### src/rtl/iter_divider.sv
// iter_divider: multi-cycle radix-2 restoring divider for the EX stage.
//
// EX holds start_i high (stalling) until ready_o rises, then drops start_i.
// Unsigned (DIVU) and signed (DIV) division are supported. The result is
// returned as {remainder, quotient}, which EX writes to HI/LO.
//
// Ports:
//   clk          clock
//   rst          synchronous active-high reset
//   signed_div_i 1 = signed division, 0 = unsigned (sampled with start)
//   opdata1_i    dividend (sampled with start)
//   opdata2_i    divisor  (sampled with start)
//   start_i      request, held high until ready_o is seen
//   annul_i      abort the current operation (pipeline flush)
//   result_o     [2*WIDTH-1:WIDTH] remainder, [WIDTH-1:0] quotient
//   ready_o      result valid
//
// Timing: ready_o goes high WIDTH edges after the start-sampling edge,
// i.e. WIDTH+1 cycles counting that edge. A divisor of zero produces a zero
// result one cycle after start. One ready_o window is produced per accepted
// start; it is held while start_i stays high.
module iter_divider #(
  parameter int WIDTH = 32
) (
  input  logic               clk,
  input  logic               rst,
  input  logic               signed_div_i,
  input  logic [WIDTH-1:0]   opdata1_i,
  input  logic [WIDTH-1:0]   opdata2_i,
  input  logic               start_i,
  input  logic               annul_i,
  output logic [2*WIDTH-1:0] result_o,
  output logic               ready_o
);

  localparam int CNT_W = (WIDTH > 1) ? $clog2(WIDTH) : 1;
  localparam logic [CNT_W-1:0] LAST_CNT = CNT_W'(WIDTH - 1);

  typedef enum logic [1:0] {
    IDLE = 2'd0,
    BUSY = 2'd1,
    DONE = 2'd2
  } state_t;

  state_t state_q, state_d;

  logic [CNT_W-1:0] cnt_q;
  logic [WIDTH-1:0] rem_q;      // partial remainder
  logic [WIDTH-1:0] quo_q;      // dividend shifting out / quotient shifting in
  logic [WIDTH-1:0] dvsr_q;     // divisor magnitude
  logic             neg_quo_q;  // quotient must be negated at the end
  logic             neg_rem_q;  // remainder must be negated at the end

  // Two's-complement negation when requested; wraps modulo 2^WIDTH, so the
  // most negative dividend divided by -1 yields itself.
  function automatic logic [WIDTH-1:0] neg_if(input logic [WIDTH-1:0] v,
                                              input logic             neg);
    return neg ? (~v + WIDTH'(1)) : v;
  endfunction

  // Operand magnitudes taken at start.
  logic             op1_neg, op2_neg;
  logic [WIDTH-1:0] op1_abs, op2_abs;

  always_comb begin
    op1_neg = signed_div_i & opdata1_i[WIDTH-1];
    op2_neg = signed_div_i & opdata2_i[WIDTH-1];
    op1_abs = neg_if(opdata1_i, op1_neg);
    op2_abs = neg_if(opdata2_i, op2_neg);
  end

  // One restoring iteration: shift in the next dividend bit and try to
  // subtract the divisor. The trial is WIDTH+1 bits wide so the shifted
  // remainder never overflows and the sign bit decides restore/commit.
  logic signed [WIDTH:0] trial;
  logic [WIDTH-1:0]      rem_next, quo_next;
  logic                  last_iter;

  always_comb begin
    trial     = $signed({rem_q, quo_q[WIDTH-1]}) - $signed({1'b0, dvsr_q});
    rem_next  = {rem_q[WIDTH-2:0], quo_q[WIDTH-1]};
    quo_next  = {quo_q[WIDTH-2:0], 1'b0};
    if (!trial[WIDTH]) begin
      rem_next    = trial[WIDTH-1:0];
      quo_next[0] = 1'b1;
    end
    last_iter = (cnt_q == LAST_CNT);
  end

  // State register.
  always_ff @(posedge clk) begin
    if (rst) state_q <= IDLE;
    else     state_q <= state_d;
  end

  // Next-state logic.
  always_comb begin
    state_d = state_q;
    case (state_q)
      IDLE: begin
        if (!annul_i && start_i) begin
          state_d = (opdata2_i == '0) ? DONE : BUSY;
        end
      end
      BUSY: begin
        if (annul_i)        state_d = IDLE;
        else if (last_iter) state_d = DONE;
      end
      DONE: begin
        if (annul_i || !start_i) state_d = IDLE;
      end
      default: state_d = IDLE;
    endcase
  end

  // Datapath and registered outputs.
  always_ff @(posedge clk) begin
    if (rst) begin
      cnt_q     <= '0;
      rem_q     <= '0;
      quo_q     <= '0;
      dvsr_q    <= '0;
      neg_quo_q <= 1'b0;
      neg_rem_q <= 1'b0;
      result_o  <= '0;
      ready_o   <= 1'b0;
    end else begin
      case (state_q)
        IDLE: begin
          ready_o  <= 1'b0;
          result_o <= '0;
          if (!annul_i && start_i) begin
            if (opdata2_i == '0) begin
              ready_o <= 1'b1;
            end else begin
              neg_quo_q <= op1_neg ^ op2_neg;
              neg_rem_q <= op1_neg;
              quo_q     <= op1_abs;
              dvsr_q    <= op2_abs;
              rem_q     <= '0;
              cnt_q     <= '0;
            end
          end
        end
        BUSY: begin
          if (annul_i) begin
            ready_o  <= 1'b0;
            result_o <= '0;
          end else begin
            rem_q <= rem_next;
            quo_q <= quo_next;
            cnt_q <= cnt_q + CNT_W'(1);
            if (last_iter) begin
              ready_o  <= 1'b1;
              result_o <= {neg_if(rem_next, neg_rem_q),
                           neg_if(quo_next, neg_quo_q)};
            end
          end
        end
        DONE: begin
          if (annul_i || !start_i) begin
            ready_o  <= 1'b0;
            result_o <= '0;
          end
        end
        default: begin
          ready_o  <= 1'b0;
          result_o <= '0;
        end
      endcase
    end
  end

endmodule

### config.mk
export PLATFORM = sky130hd
export DESIGN_NAME = iter_divider
export DESIGN_NICKNAME = d
export VERILOG_FILES = /design/src/rtl/iter_divider.sv
export SDC_FILE = /design/constraint.sdc
export NUM_CORES = 1
export LEC_CHECK = 0
export ABC_AREA = 1
export BUFFER_PORTS_ARGS = -buffer_cell sky130_fd_sc_hd__buf_2
export CAP_MARGIN = 0
export CORE_MARGIN = 4
export CORE_UTILIZATION = 60
export CTS_BUF_LIST = sky130_fd_sc_hd__clkbuf_8 sky130_fd_sc_hd__clkbuf_16
export CTS_CLUSTER_DIAMETER = 150
export CTS_CLUSTER_SIZE = 8
export DETAILED_ROUTE_END_ITERATION = 7
export MAX_ROUTING_LAYER = met4
export PLACE_DENSITY = 0.81
export SETUP_SLACK_MARGIN = 0.15
export SLEW_MARGIN = 0
export SYNTH_ARGS = -nofsm -noshare
export SYNTH_HDL_FRONTEND = slang
export SYNTH_SLANG_ARGS = --single-unit
### constraint.sdc
create_clock -name clk -period 7.1 [get_ports clk]
set_input_delay 0 -clock clk [delete_from_list [all_inputs] [get_ports clk]]
set_output_delay 0 -clock clk [all_outputs]
set_load 0.02 [all_outputs]
==> metrics.txt, run 1 <==
Num CTS Buffers 17; fin. max-slew vios 0; Synth area leader dfxtp_1; DP Cell Count 2,551; clk_lat worst skew 440 ps; setup TNS 0 ps; GP Congestion 0.9645; Reg-to-Reg Start quo_q[31]; gr usage total 0.3408; critical path data arrival time 5050 ps; ANT cells 0; Detailed Route Iter0 Violations 1,618; Synth Area per Inst 5.918 um2; maximum VDD drop 132.3 uV; grt total ovfl 0; slowest cell on the critical path fa_1; hold slack 5.653 ps; DR vias/cell 5.482; antenna violations before repair 0; Crit path top cell by count nand2_1; first-pass GRT wire length 65,490 um; hold_sp opdata1_i[26]; WP buf/inv 3; Main synth FF type dfxtp_1; Vias 14,375; Slew @ Worst Pin 1114 ps; Leak 7.594 nW; area grow syn2layout 12.90%; post-DP HPWL 30,450 um; RSZ-0062 raised after global routing false; Setup Viol. Count Final 0; crit path launch type register; worst path required time 7460 ps; H-tree Lvls 4; Synth Instances 2,213; outcome completed; Starting Density 0.6172; io pins 134; drt first pass iters 6; area post-placement 13,800 um2; final worst clock skew 9.508 ps; Seq/Total Area, Yosys 0.2598; RR Endpoint result_o[28]; R2R Setup Slk 2410 ps; async set-or-reset flop fraction in the synthesized netlist 0; Finished Layout Cells 2,622; DRT Wirelength 40,580 um; IO Port Bufs 133; Remaining DRCs 0; f_max 213.4 MHz; Post-synth EDFFs 0; largest net degree at the start of global routing 103; Synth top area share 0.2598; nets 2,442; final worst path period need 4687 ps; worst hold path depth 4; CTS Root Cell clkbuf_16; DRT antenna net count 0; most frequent cells in the layout nand2_1 (702), inv_1 (288), a21oi_1 (214), nor2_1 (173), dfxtp_1 (169); number of global-route vias before repair 13,073; top cells by area, synth dfxtp_1 (26%), nand2_1 (20%), inv_1 (8.3%); Distinct cells, synth 53; Clock transition at path regs 70 ps; Final period util 0.6601; Max clock buf depth 2; Final Hold Vio Count 0; slowest cell delay on critical path 420 ps; max_cap viols 0; WL/cell 15.47 um; CP Max Fanout 43; TritonCTS clock tree built; Slew headroom 0.2574; critical path endpoint category register; Hold WC Path Type primary input to register; power per cell area 207.8 nW/um2; Yosys reg bits 170; cell family with most CP delay simple AND/OR/NAND/NOR gates; leading cell type in the layout, fill and taps excluded nand2_1; Die Y 155.7 um; Clock Sinks 170; share of layout cells above drive strength 1 0.1163; area of the die 24,260 um2; post-synth net total 2,321; Post-CTS Setup Inserts 0; Rows 53; design area 14,790 um2; WS Path Type register to register; R2R cell count 28; Mapped Area 13,100 um2; core area 21,220 um2; die width 155.7 um; Synth warnings 0; Hold Path End quo_q[26]
==> worst max path at each step <==
stage | startpoint | endpoint | cells after the start
3_5_place_dp | quo_q[31] | result_o[28] | 28
2_1_floorplan | quo_q[31] | result_o[28] | 29
4_1_cts | quo_q[31] | result_o[28] | 28
3_3_place_gp | quo_q[31] | result_o[28] | 28
5_1_grt | quo_q[31] | result_o[28] | 28
6_report | quo_q[31] | result_o[28] | 28
==> power by group <==
group | switching, W | total [W] | internal, W
Combinational | 0.000709 | 0.00102 | 0.000315
Clock | 0.000456 | 0.000964 | 0.000508
Sequential | 0.0000627 | 0.00108 | 0.00102
==> flip-flops by register name, summed over array words and instances (netlist names) <==
| signal | flops |
|---|---|
| neg_quo_q | 1 |
| ready_o | 1 |
| rem_q | 32 |
| quo_q | 32 |
| result_o | 64 |
| state_q | 2 |
| cnt_q | 5 |
| dvsr_q | 32 |
| neg_rem_q | 1 |
==> worst min-delay path: stages <==
cell and delay (ps):
buf_2 120, xor2_1 70, o21ai_0 160, a21oi_1 60
==> synthesized netlist by cell type (5+ instances only) <==
master	number
nand3_1	135
o21ai_1	12
buf_2	6
a21oi_1	215
nor2_2	14
a31oi_1	9
nand4_1	17
o21ai_0	123
dfxtp_1	170
inv_1	289
a211oi_1	5
nand2_1	702
nand2_4	10
nand3_2	7
nor4_1	11
xnor2_1	19
xor2_1	45
buf_6	5
clkbuf_1	61
o22ai_1	6
nand2_2	41
nor2_1	175
clkinv_1	5
nor3_1	29
ha_1	38
inv_2	7
nand3b_1	8
==> what timing repair did <==
action                                 in CTS  in global routing
hold buffers                               39                  0
gates resized for setup                     0                  0
endpoints found under the hold margin      53                  0
setup endpoints to repair                   0                  0
==> through the flow <==
step	utilization	power (W)	worst slack (ps)
after CTS	0.6968	0.003060	2470
after detailed placement	0.6503	0.002084	2552
after floorplan	-	0.001819	3316
after global routing	0.6968	0.003244	2014
final	0.6968	0.003073	2413
after global placement	0.6503	0.002072	2707
==> layer usage <==
metal | global-route usage | share of wire
met1 | 0.4318 | 0.42
met2 | 0.5703 | 0.48
met3 | 0.04244 | 0.073
met4 | 0.1038 | 0.029
met5 | - | 0
==> cell families (layout without fill, tap and decap cells) <==
logic type	Yosys count	count (layout)	synth area share
AO/OA/AOI/OAI	396	396	0.1602
AND/OR/NAND/NOR	1163	1163	0.3829
buffers and inverters	381	515	0.1165
flip-flops	170	170	0.2598
adder cells (fa/ha/maj)	39	39	0.03783
XOR/XNOR	64	64	0.04280
==> cell type report <==
type / instances / area, um2
clock buffer: 18 / 439.2
multi-input combinational: 1662 / 8178
fill: 1940 / 6434
sequential: 170 / 3405
timing repair buffer: 182 / 1134
clock inverter: 14 / 157.7
tap: 275 / 344.1
inverter: 301 / 1130
Power figures use the tool's default switching activity.
==> inputs of run 2 (changes only) <==
- ABC_AREA: 1 -> 0
- PLACE_DENSITY: 0.81 -> 0.82
- clock period: 7.1 -> 4.91 ns (I/O delays scaled with it)
==> metrics.txt, run 2 <==
Detailed Route Iter0 Violations 1,246; max_cap viols 0; Setup Viol. Count Final 0; Clock Sinks 170; Vias 12,059; pre-CTS setup slack 410.5 ps; met3 WL post-DR 2979 um; critical path endpoint category register; antenna violations before repair 0; final worst clock skew 12.35 ps; top layer in use met4; most frequent cells in the layout nor2_1 (209), nand2_1 (183), dfxtp_1 (170), buf_2 (132), a21oi_1 (117); worst path required time 5210 ps; post-synth net total 1,657; drt first pass iters 6; IO Port Bufs 133; TritonCTS clock tree built; Remaining DRCs 0; Rows 50; Hold WC Path Type primary input to register; DRT Wirelength 35,180 um; number of global-route vias before repair 10,993; Distinct cells, synth 78; Synth area leader dfxtp_1; first-pass GRT wire length 55,950 um; Num CTS Buffers 17; met1 WL 15,560 um; Commonest cells post-synth nor2_1 (210), nand2_1 (183), dfxtp_1 (170); hold_sp opdata1_i[11]; crit path launch type register; share of layout cells above drive strength 1 0.1367; met2 WL 15,680 um; PnR worst setup slack 448.4 ps; critical path data arrival time 4760 ps; Slew @ Worst Pin 1087 ps; Final period util 0.9087; Synth warnings 0; Post-synth EDFFs 0; power per cell area 269.8 nW/um2; H-tree Lvls 4; R2R Setup Slk 450 ps; io pins 134; Synth Area per Inst 7.507 um2; CTS Root Cell clkbuf_16; setup TNS 0 ps; nets 1,777; Most flops, register result_o; ANT cells 0; Synth top area share 0.2927; area of the die 21,670 um2; maximum VDD drop 236.6 uV; RSZ-0062 raised after global routing false; Leak 5.367 nW; worst hold path depth 5; final worst path period need 4462 ps; Max clock buf depth 2; f_max 224.1 MHz; Reg-to-Reg Start quo_q[31]; largest net degree at the start of global routing 98; DRT antenna net count 0; fin. max-slew vios 0; Yosys reg bits 170; die width 147.2 um; WS Path Type register to register; number of flip-flops in the largest register 64; core area 18,890 um2; most numerous cell in the Yosys netlist nor2_1; top cells by area, synth dfxtp_1 (29%), nor2_1 (6.8%), nand2_1 (5.9%); leading cell type in the layout, fill and taps excluded nor2_1; Final Hold Vio Count 0; WL/cell 18.12 um; grt total ovfl 0; Synth Instances 1,549; Hold Path End quo_q[11]; gr usage total 0.3227; clk_lat worst skew 440 ps; Starting Density 0.6155; Main synth FF type dfxtp_1; RR Endpoint result_o[60]; Mapped Area 11,630 um2; Slew headroom 0.2746; Post-CTS Setup Inserts 0; R2R cell count 19; Die Y 147.2 um; async set-or-reset flop fraction in the synthesized netlist 0; GP Congestion 0.9620; post-DP HPWL 25,230 um; area grow syn2layout 15.42%; Clock transition at path regs 70 ps; outcome completed; DR vias/cell 6.210; CP Max Fanout 9; Seq/Total Area, Yosys 0.2927
[run 2: cell types whose count changed in the layout (fill, tap and decap cells not counted), sizes merged, moves of 20 or more]
cell,previous run,this run
nand3,142,21
a22oi,0,50
o31ai,4,25
nor2,191,211
xnor2,19,73
nand2,755,183
mux2i,0,21
inv,302,59
a211oi,5,50
o21ai,136,102
o211ai,3,34
a21oi,219,120
[run 2: area by class of cell]
cell class / instances / area (um2)
Timing Repair Buffer: 193 / 1219
Multi-Input combinational cell: 1235 / 7687
Inverter: 52 / 197.7
Fill cell: 1603 / 5472
Tap cell: 260 / 325.3
Clock inverter: 14 / 150.1
Clock buffer: 18 / 439.2
Sequential cell: 170 / 3403
[run 2: cell families (layout without fill, tap and decap cells)]
family / after synthesis / after routing / share of synthesized area
muxes: 25 / 25 / 0.02195
buffers and inverters: 144 / 277 / 0.05078
and+or+nand+nor: 571 / 571 / 0.2241
DFF: 170 / 170 / 0.2927
adders and majority gates: 39 / 39 / 0.04261
xor gates and xnor gates: 133 / 133 / 0.1008
AOI/OAI and AO/OA: 467 / 467 / 0.2671
[run 2: worst max path at each step]
stage	from	to	slack, ps
3_5_place_dp	quo_q[31]	result_o[20]	410
4_1_cts	quo_q[31]	result_o[20]	400
3_3_place_gp	quo_q[31]	result_o[20]	570
2_1_floorplan	quo_q[31]	result_o[60]	330
5_1_grt	quo_q[31]	result_o[16]	150
6_report	quo_q[31]	result_o[60]	450
[run 2: power by group]
group / switching, W / internal, W
Combinational: 0.000505 / 0.000305
Sequential: 0.0000465 / 0.00142
Clock: 0.000651 / 0.000693
Total: 0.00120 / 0.00242
[run 2: per-stage QoR]
stage | std cells | hold WS, ps | utilization | total power, W | area (um2)
after CTS | 1942 | 3.648 | 0.7090 | 0.003605 | 13400
after detailed placement | 1875 | 329.4 | 0.6593 | 0.002253 | 12460
final | 1942 | 7.802 | 0.7104 | 0.003621 | 13420
after global routing | 1942 | 38.63 | 0.7104 | 0.003771 | 13420
after global placement | 1875 | 321.1 | 0.6593 | 0.002242 | 12460
after floorplan | 1549 | 147.3 | - | 0.002036 | 11630
[run 2: layer usage]
metal  global-route usage  vias to the layer above
li1                     -                     5815
met1               0.4433                     5591
met2               0.4869                      571
met3              0.04781                       82
met4               0.1128                        0
met5                    -                        -
[run 2: what timing repair did]
item,4_1_cts,5_1_grt
gates resized for setup,0,5
setup endpoints to repair,0,4
endpoints found under the hold margin,32,0
hold buffers,35,0
[run 2: worst max-delay path, cell delays in order (launching register included)]
cell       delay, ps
dfxtp_1          350
inv_1             90
ha_1             170
inv_1             70
fa_1             430
a211oi_4         310
o211ai_1         140
and2_4           180
o2111ai_2        220
a21boi_2         140
nor2_8           240
mux2i_2          310
ha_1             200
inv_1             90
or3_1            440
o31ai_4          240
o211ai_1         190
o31ai_2          280
xor2_1           170
o21ai_1           70
